`src/rtl/module_control_wb.sv`:
```
// Wishbone-style control block that forwards single requests to one of N downstream modules.
// It enforces a wait timeout and exposes sticky error status on select 0.
module module_control_wb #(
    parameter int N_MODULES = 4,
    parameter int SEL_W     = 3,
    parameter int DATA_W    = 32,
    parameter int TIMEOUT   = 16
) (
    input  logic                          clk_i,
    input  logic                          rst_n_i,
    input  logic                          cyc_i,
    input  logic                          stb_i,
    input  logic                          we_i,
    input  logic [SEL_W-1:0]              sel_i,
    input  logic [DATA_W-1:0]             data_i,
    output logic                          ack_o,
    output logic [DATA_W-1:0]             data_o,
    output logic [N_MODULES-1:0]          module_stb_o,
    output logic [N_MODULES-1:0]          module_we_o,
    output logic [DATA_W-1:0]             module_wdata_o,
    input  logic [N_MODULES*DATA_W-1:0]   module_data_i,
    input  logic [N_MODULES-1:0]          module_ack_i
);
    localparam int CNT_W = $clog2(TIMEOUT);

    typedef enum logic [1:0] {S_IDLE, S_WAIT, S_RESP} state_t;

    state_t               state, state_nxt;
    logic [SEL_W-1:0]     sel_q, sel_d, last_sel, last_sel_d;
    logic [CNT_W-1:0]     cnt, cnt_d;
    logic                 err_timeout, err_unmapped;
    logic                 set_to, set_un, clr_to, clr_un;
    logic [DATA_W-1:0]    resp_q, resp_d, data_d, wdata_d;
    logic [DATA_W-1:0]    ack_data, status_word;
    logic [N_MODULES-1:0] stb_d, we_d;
    logic                 ack_d;
    logic                 req, is_status, mapped, ack_hit, timed_out;

    assign req       = cyc_i & stb_i;
    assign is_status = (sel_i == '0);
    assign mapped    = !is_status && (sel_i <= SEL_W'(N_MODULES));
    // The strobe vector is one-hot on the selected module, so it masks out foreign acks.
    assign ack_hit   = |(module_ack_i & module_stb_o);
    assign timed_out = (cnt == CNT_W'(TIMEOUT - 1));

    always_comb begin
        ack_data = '0;
        for (int k = 0; k < N_MODULES; k++) begin
            if (module_stb_o[k]) ack_data = module_data_i[k*DATA_W +: DATA_W];
        end
    end

    always_comb begin
        status_word                = '0;
        status_word[0]             = err_timeout;
        status_word[1]             = err_unmapped;
        status_word[SEL_W+1:2]     = last_sel;
        status_word[23:16]         = 8'(N_MODULES);
    end

    always_ff @(posedge clk_i or negedge rst_n_i) begin
        if (!rst_n_i) begin
            state          <= S_IDLE;
            sel_q          <= '0;
            last_sel       <= '0;
            cnt            <= '0;
            err_timeout    <= 1'b0;
            err_unmapped   <= 1'b0;
            resp_q         <= '0;
            ack_o          <= 1'b0;
            data_o         <= '0;
            module_stb_o   <= '0;
            module_we_o    <= '0;
            module_wdata_o <= '0;
        end else begin
            state          <= state_nxt;
            sel_q          <= sel_d;
            last_sel       <= last_sel_d;
            cnt            <= cnt_d;
            // A set in the same cycle as a W1C clear wins.
            err_timeout    <= (err_timeout  & ~clr_to) | set_to;
            err_unmapped   <= (err_unmapped & ~clr_un) | set_un;
            resp_q         <= resp_d;
            ack_o          <= ack_d;
            data_o         <= data_d;
            module_stb_o   <= stb_d;
            module_we_o    <= we_d;
            module_wdata_o <= wdata_d;
        end
    end

    always_comb begin
        state_nxt = state;
        case (state)
            S_IDLE: if (req) state_nxt = mapped ? S_WAIT : S_RESP;
            S_WAIT: begin
                if (!cyc_i)                    state_nxt = S_IDLE;
                else if (ack_hit || timed_out) state_nxt = S_RESP;
            end
            S_RESP:  state_nxt = S_IDLE;
            default: state_nxt = S_IDLE;
        endcase
    end

    always_comb begin
        sel_d      = sel_q;
        last_sel_d = last_sel;
        cnt_d      = cnt;
        resp_d     = resp_q;
        wdata_d    = module_wdata_o;
        stb_d      = module_stb_o;
        we_d       = module_we_o;
        ack_d      = 1'b0;
        data_d     = '0;
        set_to     = 1'b0;
        set_un     = 1'b0;
        clr_to     = 1'b0;
        clr_un     = 1'b0;
        case (state)
            S_IDLE: begin
                if (req) begin
                    sel_d   = sel_i;
                    wdata_d = data_i;
                    cnt_d   = '0;
                    resp_d  = '0;
                    if (mapped) begin
                        for (int k = 0; k < N_MODULES; k++) begin
                            if (sel_i == SEL_W'(k + 1)) begin
                                stb_d[k] = 1'b1;
                                we_d[k]  = we_i;
                            end
                        end
                    end else if (is_status) begin
                        if (we_i) begin
                            clr_to = data_i[0];
                            clr_un = data_i[1];
                        end else begin
                            resp_d = status_word;
                        end
                    end else begin
                        set_un     = 1'b1;
                        last_sel_d = sel_i;
                    end
                end
            end
            S_WAIT: begin
                if (!cyc_i) begin
                    stb_d = '0;
                    we_d  = '0;
                end else if (ack_hit) begin
                    resp_d = ack_data;
                    stb_d  = '0;
                    we_d   = '0;
                end else if (timed_out) begin
                    resp_d     = '0;
                    stb_d      = '0;
                    we_d       = '0;
                    set_to     = 1'b1;
                    last_sel_d = sel_q;
                end else begin
                    cnt_d = cnt + 1'b1;
                end
            end
            S_RESP: begin
                ack_d  = 1'b1;
                data_d = resp_q;
            end
            default: ;
        endcase
    end
endmodule
```
`config.mk`:
```
export PLATFORM = sky130hd
export DESIGN_NAME = module_control_wb
export DESIGN_NICKNAME = d
export VERILOG_FILES = /design/src/rtl/module_control_wb.sv
export SDC_FILE = /design/constraint.sdc
export NUM_CORES = 1
export LEC_CHECK = 0
export ABC_CLOCK_PERIOD_IN_PS = 2100
export CAP_MARGIN = 20
export CORE_MARGIN = 2
export CORE_UTILIZATION = 42
export DETAILED_ROUTE_END_ITERATION = 12
export MAX_ROUTING_LAYER = met4
export PLACE_DENSITY = 0.8
export SYNTH_ARGS = -nofsm -noshare
export SYNTH_HDL_FRONTEND = slang
export SYNTH_SLANG_ARGS = --single-unit
```
`constraint.sdc`:
```
create_clock -name clk_i -period 2.1 [get_ports clk_i]
set_input_delay 0.42 -clock clk_i [delete_from_list [all_inputs] [get_ports clk_i]]
set_output_delay 0.42 -clock clk_i [all_outputs]
set_load 0.03 [all_outputs]
```
# [After elaboration in Yosys (flattened, before gate mapping)]
# Index checks and enable logic that the tools add are counted.
# W data, S select, Z words.
[totals] regBits=119 word_cells=132 in_bits=172
[classes] reduce_logical=16 eq_ne=22 n_mux=66 n_addsub=1 magnitude_cmp=1 bitwise_logic=8
[ops] operator="$mux W32" count=9
[ops] operator="$pmux W32 S2" count=1
[ops] operator="$mux W19" count=3
[ops] operator="$mux W4" count=11
[ops] operator="$mux W1" count=27
[ops] operator="$reduce_and A5 Y1" count=5
[ops] operator="$ne A2 B2 Y1 const B" count=12
[ops] operator="$pmux W4 S2" count=3
[ops] operator="$mux W3" count=6
[ops] operator="$mux W2" count=4
[ops] operator="$reduce_and A7 Y1" count=1
[ops] operator="$eq A3 B2 Y1 const B" count=2
[ops] operator="$ne A3 B3 Y1 const B" count=2
[ops] operator="$pmux W3 S2" count=1
[ops] operator="$add A4 B1 Y4 const B" count=1
[ops] operator="$and A4 B4 Y4" count=1
[ops] operator="$eq A4 B4 Y1 const B" count=1
[ops] operator="$ne A4 B4 Y1 const B" count=1
[ops] operator="$pmux W2 S2" count=1
[ops] operator="$reduce_and A2 Y1" count=2
[ops] operator="$reduce_and A4 Y1" count=1
[ops] operator="$reduce_or A4 Y1" count=1
[ops] operator="$and A1 B1 Y1" count=3
[ops] operator="$eq A3 B1 Y1 const B" count=1
[ops] operator="other kinds (12)" count=14

# [Depth between registers and ports, before layout]
[depth] ltp_word=9 ltp_mapped=7

# [Worst setup path before layout]
# No wires, ideal clock.
[synth_timing] path_type="input -> register" from="in sel_i[0]" to="reg resp_q[0]" slack_ps=228 arrival_ps=1790 required_time_ps=2018 cell_stages=6 cell_sequence="or2_2 -> inv_1 -> ha_1 -> nor4b_1 -> nand2_1 -> a31oi_1"
[synth_via] elab_chain_len=6
[synth_rtl] element="start: declaration" line="14" source="input logic [SEL_W-1:0] sel_i,"
[synth_rtl] element="parallel branches: the longest is 3 deep, another holds $le A3 B3 Y1"
[synth_rtl] element="$mux W19 (*)" line="126" source="if (mapped) begin"
[synth_rtl] element="$mux W32 (*)" line="121" source="if (req) begin"
[synth_rtl] element="$pmux W32 S2 (*)" line="119" source="case (state)"
[synth_rtl] element="end signal: assignment" line="83" source="resp_q <= resp_d;"
[synth_rtl] element="end: declaration" line="33" source="logic [DATA_W-1:0] resp_q, resp_d, data_d, wdata_d;"
# Every way passes the cells marked *. The select of a mux whose other input is x is not followed.
# A chain may end at the register's enable or synchronous reset.

# [Worst setup path in the final report]
[layout_timing] from="in sel_i[1]" to="reg module_we_o[1]"
[layout_via] elab_chain_len=5
[layout_rtl] element="parallel branches: the longest is 4 deep, another holds $le A3 B3 Y1"
[layout_rtl] element="$reduce_and A5 Y1 (no source line) (*)"
[layout_rtl] element="end signal: assignment" line="87" source="module_we_o <= we_d;"
[layout_rtl] element="end: declaration" line="19" source="output logic [N_MODULES-1:0] module_we_o,"
# Every way passes the cells marked *.

==> flow_summary.json <==
{
  "place.port_buffers": 244,
  "num-nets-final": 1016,
  "p_leak_nw": 4.04,
  "ys_seq_elements": 119,
  "ff2ff_setup_slack_ps": 210,
  "async_flop_share": 1.00,
  "fmax_ghz": 0.494,
  "finalNonFillerCells": 1029,
  "syn_inst": 574,
  "total_power_mw": 10.2,
  "met2_usage": 0.457,
  "gr-usage-met3": 0.0704,
  "cp_max_fo": 5,
  "p_int_mw": 6.42,
  "cts_sinks": 119,
  "grtUsageMet1": 0.338,
  "syn_nets": 750,
  "critPathArrivalTime_ps": 2320,
  "grt_setup_unrepaired": "false",
  "post-cts-setup-buffers": 0,
  "drt_iter0_drc": 448,
  "antenna_found_initial": 0,
  "irDropWorstVdd_mv": 0.805,
  "cts_tree": "yes",
  "htree_levels": 4,
  "setup-violations-final": 0,
  "fillers": 981,
  "most-common-layout-cells": "clkdlybuf4s50_1 (239), nand2_1 (163), dfrtp_1 (118)",
  "area_delta_synth_final_pct": 63.0,
  "worst_setup_path_end_kind": "flop",
  "power.switching_mw": 3.82,
  "crit_start": "sel_i[1]",
  "via_per_inst": 5.39,
  "max_slew_margin": 0.674,
  "first_global_vias": 5701,
  "pin_count": 245,
  "max_cap_viol_count": 0,
  "dp_cells": 996,
  "insertedDiodeCount": 0,
  "cp-endpoint": "module_we_o[1]",
  "powerDensity_mw_per_mm2": 1130,
  "synth_edf_count": 0,
  "critical_path_class": "in2reg",
  "wire_per_inst_um": 18.4,
  "cts.path.max_buffers": 2,
  "status": "complete, no violations",
  "grt.overflow.total": 0,
  "drcViolationCount": 0,
  "die_height_um": 119,
  "drive_gt1_frac": 0.121,
  "grt-busiest-layer": "met2",
  "initial_core_util": 0.425,
  "r2r_cells": 5,
  "worst_ep_required_time_ps": 2400,
  "period_needed_ps": 2030,
  "synth_cell_types": 48,
  "cts_root_buf": "clkbuf_16",
  "globalplace.congestion": 0.979,
  "hpwl_um": 14100,
  "clk_pin_slew_ps": 50,
  "ant_nets": 0,
  "yosysWarnings": 0,
  "die_w_um": 119,
  "p_seq_frac": 0.306,
  "clock_skew_ps": 8.66,
  "vias": 5551,
  "synth_seq_area_share": 0.535,
  "cp-start-kind": "primary input",
  "fin_ws_ps": 74.1,
  "r2r_start": "cnt[0]",
  "firstDrtPassIters": 7,
  "grt_max_degree": 40,
  "hold_path_class": "reg2reg",
  "finalCritPeriodShare": 0.965,
  "r2r_end": "module_we_o[1]",
  "finalMaxSlewViolations": 0,
  "routed_wirelength_um": 18900,
  "hold_viol_final": 0,
  "synth_ff_type": "dfrtp_1",
  "synth_area_mm2": 0.00557,
  "fp-row-count": 42,
  "swShare": 0.373,
  "track_usage": 0.279,
  "place_worst_setup_slack_ps": -385,
  "syn_area_per_cell_um2": 9.70,
  "p_comb_frac": 0.415,
  "final_common_cell": "clkdlybuf4s50_1",
  "dieArea_mm2": 0.0142,
  "clockPowerShare": 0.279,
  "grt_pass1_wl_um": 29700,
  "final_util": 0.694,
  "tightest_slew_ps": 489,
  "clk_latency_ps": 420,
  "cts_buffers": 17,
  "core_mm2": 0.0131
}
==> per-layer routing <==
metal	vias up	routed length, µm	part of all wire
met2	300	9280	0.49
met1	2671	7620	0.40
met4	0	454	0.024
met3	37	1580	0.083
li1	2543	-	-
met5	-	0	0
==> how the worst min path moves through the flow <==
| stage | start | end | slack (ps) | cells past startpoint |
|---|---|---|---|---|
| floorplan | rst_n_i | ack_o | 120 | 0 |
| global placement | rst_n_i | state[0] | 410 | 1 |
| detailed placement | rst_n_i | module_wdata_o[26] | 420 | 1 |
| CTS | module_wdata_o[18] | module_wdata_o[18] | 470 | 2 |
| global route | module_wdata_o[12] | module_wdata_o[12] | 500 | 2 |
| finish | module_wdata_o[11] | module_wdata_o[11] | 470 | 2 |
==> repair_timing <==
| action | 4_1_cts | 5_1_grt |
|---|---|---|
| endpoints found under the setup margin | 1 | 11 |
| hold endpoints to repair | 30 | 0 |
| resized for setup | 1 | 6 |
| hold buffers | 1 | 0 |
| pin swaps | 0 | 2 |
==> power by group through the flow <==
stage / logic [mW] / clock network (mW) / registers (mW)
floorplan: 1.85 / 0 / 3.65
finish: 4.25 / 2.86 / 3.13
global route: 4.55 / 3.01 / 3.18
detailed placement: 4.22 / 0 / 3.16
CTS: 4.24 / 2.89 / 3.13
global placement: 4.11 / 0 / 3.13
==> cell type report <==
class / instances / area (µm²) / area share
Clock buffer: 20 / 467 / 0.0514
Clock inverter: 12 / 126 / 0.0139
Inverter: 8 / 30.0 / 0.00331
Multi-Input combinational cell: 406 / 2400 / 0.265
Sequential cell: 119 / 2980 / 0.328
Tap cell: 176 / 220 / 0.0243
Timing Repair Buffer: 288 / 2850 / 0.314
==> synthesized netlist by cell type (3+ instances only) <==
cell	n	area share
nand2_1	163	0.11
a22o_1	28	0.044
o221ai_1	6	0.0094
buf_2	11	0.0099
nand3b_1	7	0.0094
nor2b_1	3	0.0034
ha_1	4	0.0090
inv_1	7	0.0047
a221oi_1	26	0.041
o31ai_1	28	0.038
o211ai_1	3	0.0040
nand3_1	5	0.0045
a31oi_1	7	0.0079
a21oi_1	18	0.016
clkbuf_1	23	0.016
o21ai_0	7	0.0063
mux2_2	7	0.014
nor2_1	31	0.021
dfrtp_1	119	0.53
and2_1	34	0.038
buf_4	4	0.0054
==> worst max-delay path: stages <==
cell	delay, ps
clkdlybuf4s50_1	440
or2_2	300
inv_1	110
ha_4	230
a31oi_4	180
nor2_2	80
o211ai_1	170
mux2_2	380
==> sequential cells by signal (all words and copies together) (netlist names) <==
register and cells:
data_o 32, last_sel 3, err_timeout 1, cnt 4, ack_o 1, resp_q 32
state 2, err_unmapped 1, sel_q 3, module_we_o 4, module_stb_o 4, module_wdata_o 32
==> logic make-up after synthesis <==
logic type                 count (synthesis)  synth area share
and+or+nand+nor                          264             0.215
AOI/OAI and AO/OA                        131             0.186
DFF                                      119             0.535
buffers and inverters                     49            0.0409
muxes                                      7            0.0142
adders and majority gates                  4           0.00899
==> metrics by stage <==
step,setup TNS (ps),hold WS [ps],instance area (µm²)
6_report,0,470,9070
5_1_grt,0,497,9070
4_1_cts,0,475,9040
3_5_place_dp,-4900,418,8440
3_3_place_gp,-3710,405,8440
2_1_floorplan,0,124,5570
Power figures use the tool's default switching activity.
